[src/rtl/dmem_arbiter.sv]
// Two-requester arbiter in front of the single data_memory port.
// One access is accepted per cycle. The response (done/err/rdata) follows the grant by one cycle.
module dmem_arbiter #(
   parameter int unsigned FIXED_PRIO   = 0,
   parameter int unsigned STARVE_LIMIT = 8
) (
   input  logic        clock,
   input  logic        reset,
   input  logic        a_req_in,
   input  logic        a_we_in,
   input  logic [31:0] a_addr_in,
   input  logic [31:0] a_wdata_in,
   input  logic [1:0]  a_size_in,
   output logic        a_gnt_out,
   output logic        a_done_out,
   output logic        a_err_out,
   output logic [31:0] a_rdata_out,
   input  logic        b_req_in,
   input  logic        b_we_in,
   input  logic [31:0] b_addr_in,
   input  logic [31:0] b_wdata_in,
   input  logic [1:0]  b_size_in,
   output logic        b_gnt_out,
   output logic        b_done_out,
   output logic        b_err_out,
   output logic [31:0] b_rdata_out,
   output logic [31:0] mem_addr_out,
   output logic [31:0] mem_writedata_out,
   output logic [1:0]  mem_size_out,
   output logic        mem_re_out,
   output logic        mem_we_out,
   input  logic [31:0] mem_readdata_in
);

   localparam int unsigned AW = 32;
   localparam int unsigned DW = 32;
   localparam int unsigned SW = 2;
   localparam int unsigned CW = 8;

   typedef enum logic {IDLE, ACCESS} state_t;
   typedef enum logic [1:0] {RESP_NONE, RESP_A, RESP_B} resp_t;

   state_t        state, state_nxt;
   resp_t         resp_nxt;
   logic          last_b, last_b_nxt;
   logic [CW-1:0] starve_cnt, starve_nxt;
   logic          acc_err;
   logic          a_elig, b_elig, a_win, b_win, any_win;
   logic [AW-1:0] win_addr;
   logic [DW-1:0] win_wdata;
   logic [SW-1:0] win_size;
   logic          win_we, win_mapped;

   // Data, stack and serial MMIO segments.
   function automatic logic is_mapped(input logic [AW-1:0] addr);
      return (addr[31:16] == 16'h1000) || (addr[31:16] == 16'h7fff) ||
             (addr[31:16] == 16'hffff);
   endfunction

   // Arbitration, starvation counter and response-stage decode.
   always_comb begin
      state_nxt  = IDLE;
      resp_nxt   = RESP_NONE;
      last_b_nxt = last_b;
      starve_nxt = starve_cnt;
      a_win      = 1'b0;
      b_win      = 1'b0;
      // A request still showing its own grant was already taken.
      a_elig     = a_req_in & ~a_gnt_out;
      b_elig     = b_req_in & ~b_gnt_out;
      if (a_elig && b_elig) begin
         if (FIXED_PRIO != 0)
            b_win = (32'(starve_cnt) >= STARVE_LIMIT);
         else
            b_win = ~last_b;
         a_win = ~b_win;
      end else begin
         a_win = a_elig;
         b_win = b_elig;
      end
      any_win = a_win | b_win;
      if (any_win) begin
         state_nxt  = ACCESS;
         last_b_nxt = b_win;
      end
      if (!b_req_in || b_win)
         starve_nxt = '0;
      else if (b_elig && (starve_cnt != {CW{1'b1}}))
         starve_nxt = starve_cnt + CW'(1);
      if (state == ACCESS)
         resp_nxt = a_gnt_out ? RESP_A : RESP_B;
      win_addr   = b_win ? b_addr_in  : a_addr_in;
      win_wdata  = b_win ? b_wdata_in : a_wdata_in;
      win_size   = b_win ? b_size_in  : a_size_in;
      win_we     = b_win ? b_we_in    : a_we_in;
      win_mapped = is_mapped(win_addr);
   end

   // State, memory port and response registers.
   always_ff @(posedge clock) begin
      if (reset) begin
         state             <= IDLE;
         last_b            <= 1'b1;
         starve_cnt        <= '0;
         acc_err           <= 1'b0;
         a_gnt_out         <= 1'b0;
         b_gnt_out         <= 1'b0;
         a_done_out        <= 1'b0;
         b_done_out        <= 1'b0;
         a_err_out         <= 1'b0;
         b_err_out         <= 1'b0;
         a_rdata_out       <= '0;
         b_rdata_out       <= '0;
         mem_addr_out      <= '0;
         mem_writedata_out <= '0;
         mem_size_out      <= '0;
         mem_re_out        <= 1'b0;
         mem_we_out        <= 1'b0;
      end else begin
         state      <= state_nxt;
         last_b     <= last_b_nxt;
         starve_cnt <= starve_nxt;
         a_gnt_out  <= a_win;
         b_gnt_out  <= b_win;
         mem_re_out <= any_win & win_mapped & ~win_we;
         mem_we_out <= any_win & win_mapped & win_we;
         if (any_win) begin
            mem_addr_out      <= win_addr;
            mem_writedata_out <= win_wdata;
            mem_size_out      <= win_size;
            acc_err           <= ~win_mapped;
         end
         a_done_out <= (resp_nxt == RESP_A);
         b_done_out <= (resp_nxt == RESP_B);
         a_err_out  <= (resp_nxt == RESP_A) & acc_err;
         b_err_out  <= (resp_nxt == RESP_B) & acc_err;
         // The read strobe is only ever set for a mapped read.
         if ((resp_nxt == RESP_A) && mem_re_out)
            a_rdata_out <= mem_readdata_in;
         if ((resp_nxt == RESP_B) && mem_re_out)
            b_rdata_out <= mem_readdata_in;
      end
   end

endmodule
[config.mk]
export PLATFORM = sky130hd
export DESIGN_NAME = dmem_arbiter
export DESIGN_NICKNAME = d
export VERILOG_FILES = /design/src/rtl/dmem_arbiter.sv
export SDC_FILE = /design/constraint.sdc
export NUM_CORES = 1
export LEC_CHECK = 0
export CELL_PAD_IN_SITES_DETAIL_PLACEMENT = 0
export CELL_PAD_IN_SITES_GLOBAL_PLACEMENT = 1
export CORE_UTILIZATION = 24
export DETAILED_ROUTE_END_ITERATION = 10
export PLACE_DENSITY = 0.82
export SLEW_MARGIN = 0
export SYNTH_ARGS = -nofsm -noshare
export SYNTH_HDL_FRONTEND = slang
export SYNTH_SLANG_ARGS = --single-unit
[constraint.sdc]
create_clock -name clock -period 1.4 [get_ports clock]
set_input_delay 0.14 -clock clock [delete_from_list [all_inputs] [get_ports clock]]
set_output_delay 0.14 -clock clock [all_outputs]
set_load 0.02 [all_outputs]
==> flow_summary.toml, run 1 <==
[floorplan]
ioPinCount = 308
start_util_pct = 24.5
die_area_sq_mm = 0.0238
fp.dieH_microns = 154
core-area_sq_mm = 0.0227
die_w_microns = 154
rows = 55

[placement]
routabilityCongestion = 0.861
numPortBuffers = 307
post_dp_cell_area_sq_mm = 0.00919
dp_hpwl_mm = 14.3

[clock_network]
numCtsBuffers = 17
insertion_delay_ns = 0.42
cts_root_buf = "clkbuf_16"
clk_pin_slew_ns = 0.07
cts_buffer_depth = 2
cts_tree = "done"
cts.sinks = 141
clock_tree.htree_level_count = 4

[route]
top_layer_used = "met4"
route.met2.wl_mm = 10.7
drtAntennaViolNets = 0
dr.pass1.iters = 4
routed-wl-met3_mm = 1.86
routed_via_density = 4.70
num_vias = 6314
post_drt_wl_per_cell_microns = 16.9
drc = 0
wl_met1_mm = 9.64
drtIter0Drc = 317
routed_wl_mm = 22.7

[global_route]
grt_pass1_vias = 6002
grt_max_degree = 59
track_usage_pct = 17.9
grt_antenna_before_repair = 0
grt.overflow.total = 0
grt_pass1_wl_mm = 32.9

[worst_setup_path]
path_class = "flip-flop to flip-flop"
path_max_fanout = 7
cpMaxStageDelayCell = "dfxtp_4"
worst_setup_path_end_kind = "flip-flop"
cp_slowest_stage_delay_ns = 0.36
path_cells = "nor2b_4 -> a21o_4 -> buf_6 -> buf_12 -> nand2_2 -> a311oi_2"
crit_buf_inv = 2
crit_family = "compound AO/OA/AOI/OAI gates"
startpoint_type = "flip-flop"
crit_required_ns = 1.72
arrival_ns = 1.75

[run_status]
violations = "negative setup slack"
status = "finished with violations"

[logic_synthesis]
synth_flop_cell = "dfxtp_1"
ys_ff_latch = 141
yosys.area.top_type = "dfxtp_1"
syn-mean-instance-area_sq_um = 7.83
synth_top_area_share_pct = 50.7
syn_nets = 881
async_reset_ff_share_pct = 0
synth_edf_count = 0
ys_warn_count = 0
syn_area_sq_mm = 0.00557
ys_seq_area_share_pct = 50.7
syn_inst = 711
synthTopCellsByArea = "dfxtp_1 (51%), nand2_1 (18%), a311oi_1 (10%)"
yosysUniqueCellTypes = 29

[layout]
antenna_cells = 0
area_growth_pct = 87.2
fin_area_sq_mm = 0.0104
drive_above_1_share_pct = 16.7
final_common_cell = "nand2_1"
nFillCells = 2319
final_cell_mix = "nand2_1 (229), clkdlybuf4s50_1 (168), dfxtp_1 (138), dlygate4sd2_1 (138), nor2_1 (67)"
layout.nets = 1214

[pwr]
powerDensity_mw_per_mm2 = 1060
vdd_drop_max_v = 0.000706
total_power_mw = 11.1
p_leak_nw = 4.47

[run]
max_cap_violations = 0

[sta]
relSlewSlack_pct = 63.2
skew_ns = 0.0130
min_period_ns = 1.43
fin_setup_tns_ns = -0.0552
rsz0062_at_grt = "yes"
fin_crit_sh_pct = 102
max_freq_ghz = 0.701
finalHoldViolations = 0
postLayoutSetupSlackWorst_ns = -0.0272
maxSlewViolCount = 0
setup_viol = 5
max_slew.worst_pin.slew_ns = 0.552

[worst_hold_path]
hp-class = "input port to flip-flop"
[through the flow]
step / worst slack [ns] / std cells / hold WS (ns) / utilization [%]
floorplan: 0.000368 / 711 / 0.218 / -
global placement: -0.367 / 1289 / 0.401 / 40.5
detailed placement: -0.396 / 1289 / 0.412 / 40.5
CTS: -0.0548 / 1333 / 0.259 / 43.5
global route: -0.104 / 1342 / 0.274 / 45.9
finish: -0.0272 / 1342 / 0.285 / 45.9
[cell usage after synthesis, drive strengths merged (2+ instances only)]
cell / count
nor2: 69
nor3b: 3
nor4: 9
nor4b: 2
dfxtp: 141
nand2: 263
and4: 2
nand3: 3
a21oi: 67
a311oi: 66
clkbuf: 32
nand2b: 3
and3: 2
o211ai: 4
nor2b: 3
nand4: 6
buf: 27
inv: 3
[cell families (layout without fill, tap and decap cells)]
kind of cell	Yosys count	after routing	synth area share [%]
compound gates	139	139	17.3
buf+inv	62	407	5.21
flops	141	141	50.7
simple gates	369	370	26.8
[sequential cells by signal (all words and copies together) (netlist names), 2 cells and up]
register,flops
a_rdata_out,32
b_rdata_out,32
mem_addr_out,32
mem_writedata_out,32
mem_size_out,2
[report_power, final]
group	switching [mW]	internal, mW	total, mW
logic	1.18	1.20	2.38
registers	0.111	4.23	4.34
clock network	1.99	2.38	4.37
total	3.28	7.81	11.1
[worst register-to-register path, cell delays in order, from the launching register on]
cell and delay (ns):
dfxtp_4 0.36, nor2b_4 0.15, a21o_4 0.20, buf_6 0.15
buf_12 0.14, nand2_2 0.08, a311oi_2 0.25
[worst paths after layout]
check                       start                     to  slack [ns]  cells past startpoint
setup / recovery        a_gnt_out  mem_writedata_out[13]       -0.03                      6
hold / removal     a_wdata_in[18]  mem_writedata_out[18]        0.28                      3
setup reg to reg        a_gnt_out  mem_writedata_out[13]       -0.03                      6
hold reg to reg   a_rdata_out[18]        a_rdata_out[18]        0.45                      2
[final cells by class]
cell class	count	area, sq um	share of cell area [%]
multi-input cells	509	2860	27.4
clock buffers	18	439	4.21
clock inverters	14	124	1.19
flip-flops and latches	141	2830	27.1
well taps	285	357	3.42
inverters	3	11.3	0.108
repair buffers	372	3810	36.5
[layer usage]
metal  track usage, %  vias to the layer above
li1                 -                     3101
met1             21.8                     2910
met5                0                        -
met2             29.5                      270
met4             6.13                        0
met3             5.86                       33
[repair_timing]
| item | in CTS | in global routing |
|---|---|---|
| endpoints found under the hold margin | 2 | 0 |
| setup endpoints to repair | 207 | 68 |
| pin swaps | 18 | 46 |
| buffers inserted | 4 | 2 |
| gates cloned | 7 | 8 |
| gates resized for setup | 153 | 84 |
| hold buffers | 1 | 0 |
Power figures use the tool's default switching activity.
==> run 2, diff against run 1 <==
--- a/config.mk
+++ b/config.mk
@@ -9,8 +9,8 @@
 export CELL_PAD_IN_SITES_GLOBAL_PLACEMENT = 1
 export CORE_UTILIZATION = 24
 export DETAILED_ROUTE_END_ITERATION = 10
-export PLACE_DENSITY = 0.82
-export SLEW_MARGIN = 0
+export PLACE_DENSITY = 0.76
+export SLEW_MARGIN = 40
 export SYNTH_ARGS = -nofsm -noshare
 export SYNTH_HDL_FRONTEND = slang
 export SYNTH_SLANG_ARGS = --single-unit
==> run 2 against run 1 <==
  * Total power rose by 3.9%
  * Setup slack got worse by 0.026 ns
  * Via count shrank 1.5%
  * The flow still finishes with violations (negative setup slack)
  * Wire length rose by 1.1%
  * Final cell count is 0.30% higher
==> flow_summary.toml, run 2 (same netlist as run 1, synthesis figures left out) <==
[worst_setup_path]
worst_setup_path_end_kind = "flip-flop"
r2r_setup_slack_ns = -0.05
crit_required_ns = 1.72
path_max_fanout = 5
startpoint_type = "flip-flop"
path_class = "flip-flop to flip-flop"
arrival_ns = 1.77

[layout]
layout.nets = 1218
final-seq-area_sq_mm = 0.00283
nFillCells = 2236
multi_input_area_sq_mm = 0.00285
postLayoutCoreUtil_pct = 46.7
final_cell_mix = "nand2_1 (225), clkdlybuf4s50_1 (168), dfxtp_1 (138)"
instances_no_fill = 1346
antenna_cells = 0
final_common_cell = "nand2_1"
drive_above_1_share_pct = 16.5
area_growth_pct = 90.4

[sta]
fin_setup_tns_ns = -0.595
maxSlewViolCount = 0
finalHoldViolations = 0
skew_ns = 0.0166
max_slew.worst_pin.slew_ns = 0.448
postLayoutSetupSlackWorst_ns = -0.0533
max_freq_ghz = 0.688
setup_viol = 38
fin_crit_sh_pct = 104
rsz0062_at_grt = "yes"
relSlewSlack_pct = 70.2
hold_slack_ns = 0.286
min_period_ns = 1.45

[floorplan]
die_area_sq_mm = 0.0238
core-area_sq_mm = 0.0227
rows = 55
die_w_microns = 154
ioPinCount = 308
start_util_pct = 24.5
fp.dieH_microns = 154

[clock_network]
cts_buffer_depth = 2
insertion_delay_ns = 0.42
clock_tree.htree_level_count = 4
clk_pin_slew_ns = 0.07
cts.sinks = 141
numCtsBuffers = 17
cts_root_buf = "clkbuf_16"
cts_tree = "done"

[placement]
routabilityCongestion = 0.829
numPortBuffers = 307
dp_hpwl_mm = 14.1
dp_cells = 1287

[run]
max_cap_violations = 0

[global_route]
grt.overflow.total = 0
track_usage_pct = 17.8
grt_pass1_wl_mm = 33.1
grt_antenna_before_repair = 0
grt_max_degree = 69
grt_pass1_vias = 6057

[route]
drtIter0Drc = 219
wl_met1_mm = 9.83
routed_via_density = 4.62
route.met2.wl_mm = 11.1
drtAntennaViolNets = 0
routed-wl-met3_mm = 1.74
num_vias = 6219
routed_wl_mm = 22.9
top_layer_used = "met4"
dr.pass1.iters = 4
drc = 0
post_drt_wl_per_cell_microns = 17.0

[run_status]
violations = "negative setup slack"
status = "finished with violations"

[worst_hold_path]
hp-class = "input port to flip-flop"

[pwr]
vdd_drop_max_v = 0.000707
total_power_mw = 11.5
powerDensity_mw_per_mm2 = 1090
p_leak_nw = 4.61
==> run 2: through the flow <==
stage	instance area, sq um	worst slack, ns
global placement	9200	-0.470
floorplan	5600	0.000368
global route	10600	-0.121
CTS	9900	-0.0785
detailed placement	9200	-0.480
finish	10600	-0.0533
==> run 2: critical path, cell delays in order, from the launching register on <==
cell and delay (ns):
dfxtp_2 0.32, nand2b_4 0.15, a21oi_4 0.23, buf_12 0.18, buf_12 0.14, nand2_4 0.05, a311oi_2 0.28
==> run 2: power breakdown <==
| part | switching (mW) | total (mW) | leakage [nW] | internal, mW |
|---|---|---|---|---|
| logic | 1.18 | 2.44 | 3.16 | 1.26 |
| clock network | 2.15 | 4.73 | 0.292 | 2.58 |
| registers | 0.113 | 4.34 | 1.16 | 4.22 |
==> run 2: layer usage <==
metal	vias to the layer above	GRT usage [%]
met5	-	0
met4	0	4.90
met3	19	6.22
met2	234	30.4
met1	2851	21.2
li1	3115	-
==> run 2: path summary, 6_finish.rpt <==
kind	from	end	cells past startpoint
hold / removal	b_wdata_in[16]	mem_writedata_out[16]	3
hold reg to reg	a_rdata_out[10]	a_rdata_out[10]	2
setup reg to reg	b_gnt_out	mem_writedata_out[14]	6
setup / recovery	b_gnt_out	mem_writedata_out[14]	6
==> run 2: cell type report <==
cell class / count / area share, %
clock buffer: 17 / 4.01
multi-input combinational: 509 / 26.9
timing repair buffer: 376 / 37.1
tap: 285 / 3.36
clock inverter: 15 / 1.83
sequential: 141 / 26.7
inverter: 3 / 0.106
==> run 2: repair_timing <==
item                                   4_1_cts  5_1_grt
gates cloned                                 5       13
pin swaps                                    6       40
buffers inserted                             2        6
gates resized for setup                    150       89
hold buffers                                 1        0
endpoints found under the hold margin        1        0
setup endpoints to repair                  202       69
==> run 3, diff against run 2 <==
--- a/config.mk
+++ b/config.mk
@@ -5,11 +5,13 @@
 export SDC_FILE = /design/constraint.sdc
 export NUM_CORES = 1
 export LEC_CHECK = 0
+export ABC_CLOCK_PERIOD_IN_PS = 1400
 export CELL_PAD_IN_SITES_DETAIL_PLACEMENT = 0
 export CELL_PAD_IN_SITES_GLOBAL_PLACEMENT = 1
 export CORE_UTILIZATION = 24
 export DETAILED_ROUTE_END_ITERATION = 10
 export PLACE_DENSITY = 0.76
+export SKIP_CTS_REPAIR_TIMING = 1
 export SLEW_MARGIN = 40
 export SYNTH_ARGS = -nofsm -noshare
 export SYNTH_HDL_FRONTEND = slang
==> run 3 against run 2 <==
  * The run still ends with negative setup slack left
  * Hold slack worse by 0.28 ns
  * Clock skew about the same
  * Sequential power barely moved
  * Setup slack improved by 0.029 ns
  * Clock power about the same
  * Combinational power grew 19%
  * Critical path type unchanged
  * Largest power group unchanged
==> flow_summary.toml, run 3 (same netlist as run 1, synthesis figures left out) <==
[placement]
dp_hpwl_mm = 14.1
routabilityCongestion = 0.829
numPortBuffers = 307

[worst_setup_path]
crit_required_ns = 1.71
startpoint_type = "flip-flop"
arrival_ns = 1.74
worst_setup_path_end_kind = "flip-flop"
path_cells = "nor2b_4 -> a21o_4 -> buf_12 -> buf_8 -> nand2_2 -> a311oi_1"
r2r_setup_slack_ns = -0.02
crit_family = "compound AO/OA/AOI/OAI gates"
reg2reg_depth = 6
reg2reg_to = "mem_addr_out[26]"
rr_startpoint = "a_gnt_out"
cpMaxStageDelayCell = "dfxtp_4"
cp_slowest_stage_delay_ns = 0.36
path_class = "flip-flop to flip-flop"
crit_buf_inv = 2
path_max_fanout = 6

[clock_network]
insertion_delay_ns = 0.43
cts_tree = "done"
cts_buffer_depth = 2
numCtsBuffers = 17
clock_tree.htree_level_count = 4
cts_root_buf = "clkbuf_16"
cts.sinks = 141
clk_pin_slew_ns = 0.06

[run_status]
violations = "negative setup slack"
status = "finished with violations"

[route]
num_vias = 6470
drtAntennaViolNets = 0
post_drt_wl_per_cell_microns = 18.3
routed_wl_mm = 24.9
drc = 0
routed_via_density = 4.75
drtIter0Drc = 254
dr.pass1.iters = 4

[floorplan]
ioPinCount = 308
core-area_sq_mm = 0.0227
rows = 55
die_w_microns = 154
start_util_pct = 24.5
fp.dieH_microns = 154
die_area_sq_mm = 0.0238

[sta]
fin_crit_sh_pct = 102
min_period_ns = 1.42
hold_slack_ns = 0.00728
setup_viol = 11
rsz0062_at_grt = "yes"
maxSlewViolCount = 0
relSlewSlack_pct = 65.7
finalHoldViolations = 0
max_slew.worst_pin.slew_ns = 0.514
postLayoutSetupSlackWorst_ns = -0.0245
skew_ns = 0.0161
max_freq_ghz = 0.702
fin_setup_tns_ns = -0.0917

[global_route]
track_usage_pct = 16.8
grt_pass1_vias = 5884
grt.overflow.total = 0
grt_antenna_before_repair = 0
grt_pass1_wl_mm = 31.5
grt_max_degree = 69

[pwr]
powerDensity_mw_per_mm2 = 1020
total_power_mw = 12.0
vdd_drop_max_v = 0.000777
p_leak_nw = 6.61

[worst_hold_path]
min-delay-start = "reset"
holdPathStages = 2
hp-class = "input port to flip-flop"
holdPathEnd = "a_gnt_out"

[run]
max_cap_violations = 0

[layout]
nFillCells = 2083
final_cell_mix = "nand2_1 (181), clkdlybuf4s50_1 (165), dlymetal6s2s_1 (141)"
antenna_cells = 0
drive_above_1_share_pct = 24.7
final_common_cell = "nand2_1"
layout.nets = 1234
area_growth_pct = 112
## run 3: changes by cell type in the layout (fill, tap and decap cells not counted), sizes merged
cell	before	now
buf	57	69
bufbuf	2	0
clkbuf	27	34
clkdlybuf4s50	168	165
clkdlybuf4s15	1	0
dlygate4sd2	137	0
dlygate4sd3	1	0
dlymetal6s2s	0	141
## run 3: routing by layer
layer / global-route usage (%) / up-vias / wire, microns
met4: 4.86 / 0 / 340
met1: 19.5 / 3043 / 10500
met5: 0 / - / 0
li1: - / 3146 / -
met2: 28.5 / 257 / 12100
met3: 6.44 / 24 / 1970
## run 3: per-stage QoR
step / instances / area (sq um) / setup slack [ns] / utilization, %
after floorplan: 711 / 5600 / 0.000368 / -
after global placement: 1287 / 9200 / -0.470 / 40.5
after detailed placement: 1287 / 9200 / -0.480 / 40.5
after CTS: 1319 / 9820 / -0.246 / 43.3
after global routing: 1362 / 11800 / -0.104 / 51.9
final: 1362 / 11800 / -0.0245 / 51.9
## run 3: power by group
part,internal [mW],switching [mW]
sequential,4.22,0.126
combinational,1.54,1.37
clock,2.58,2.17
## run 3: worst max path at each step
stage                        startpoint          endpoint  slack, ns  depth (start not counted)
after floorplan               a_gnt_out  mem_addr_out[14]     0.0004                          8
after global placement    b_addr_in[30]           acc_err      -0.47                          6
after detailed placement  b_addr_in[30]           acc_err      -0.48                          6
after CTS                    mem_re_out        mem_re_out      -0.25                          1
after global routing          b_gnt_out   mem_addr_out[4]      -0.10                          6
final                         a_gnt_out  mem_addr_out[26]      -0.02                          6
## run 3: area by class of cell
cell class              count  area (sq um)  share of cell area, %
multi-input cells         509          3240                   27.5
inverters                   3          11.3                 0.0955
flip-flops and latches    141          2830                   24.0
clock inverters            15           194                   1.64
repair buffers            392          4740                   40.2
well taps                 285           357                   3.02
clock buffers              17           425                   3.61
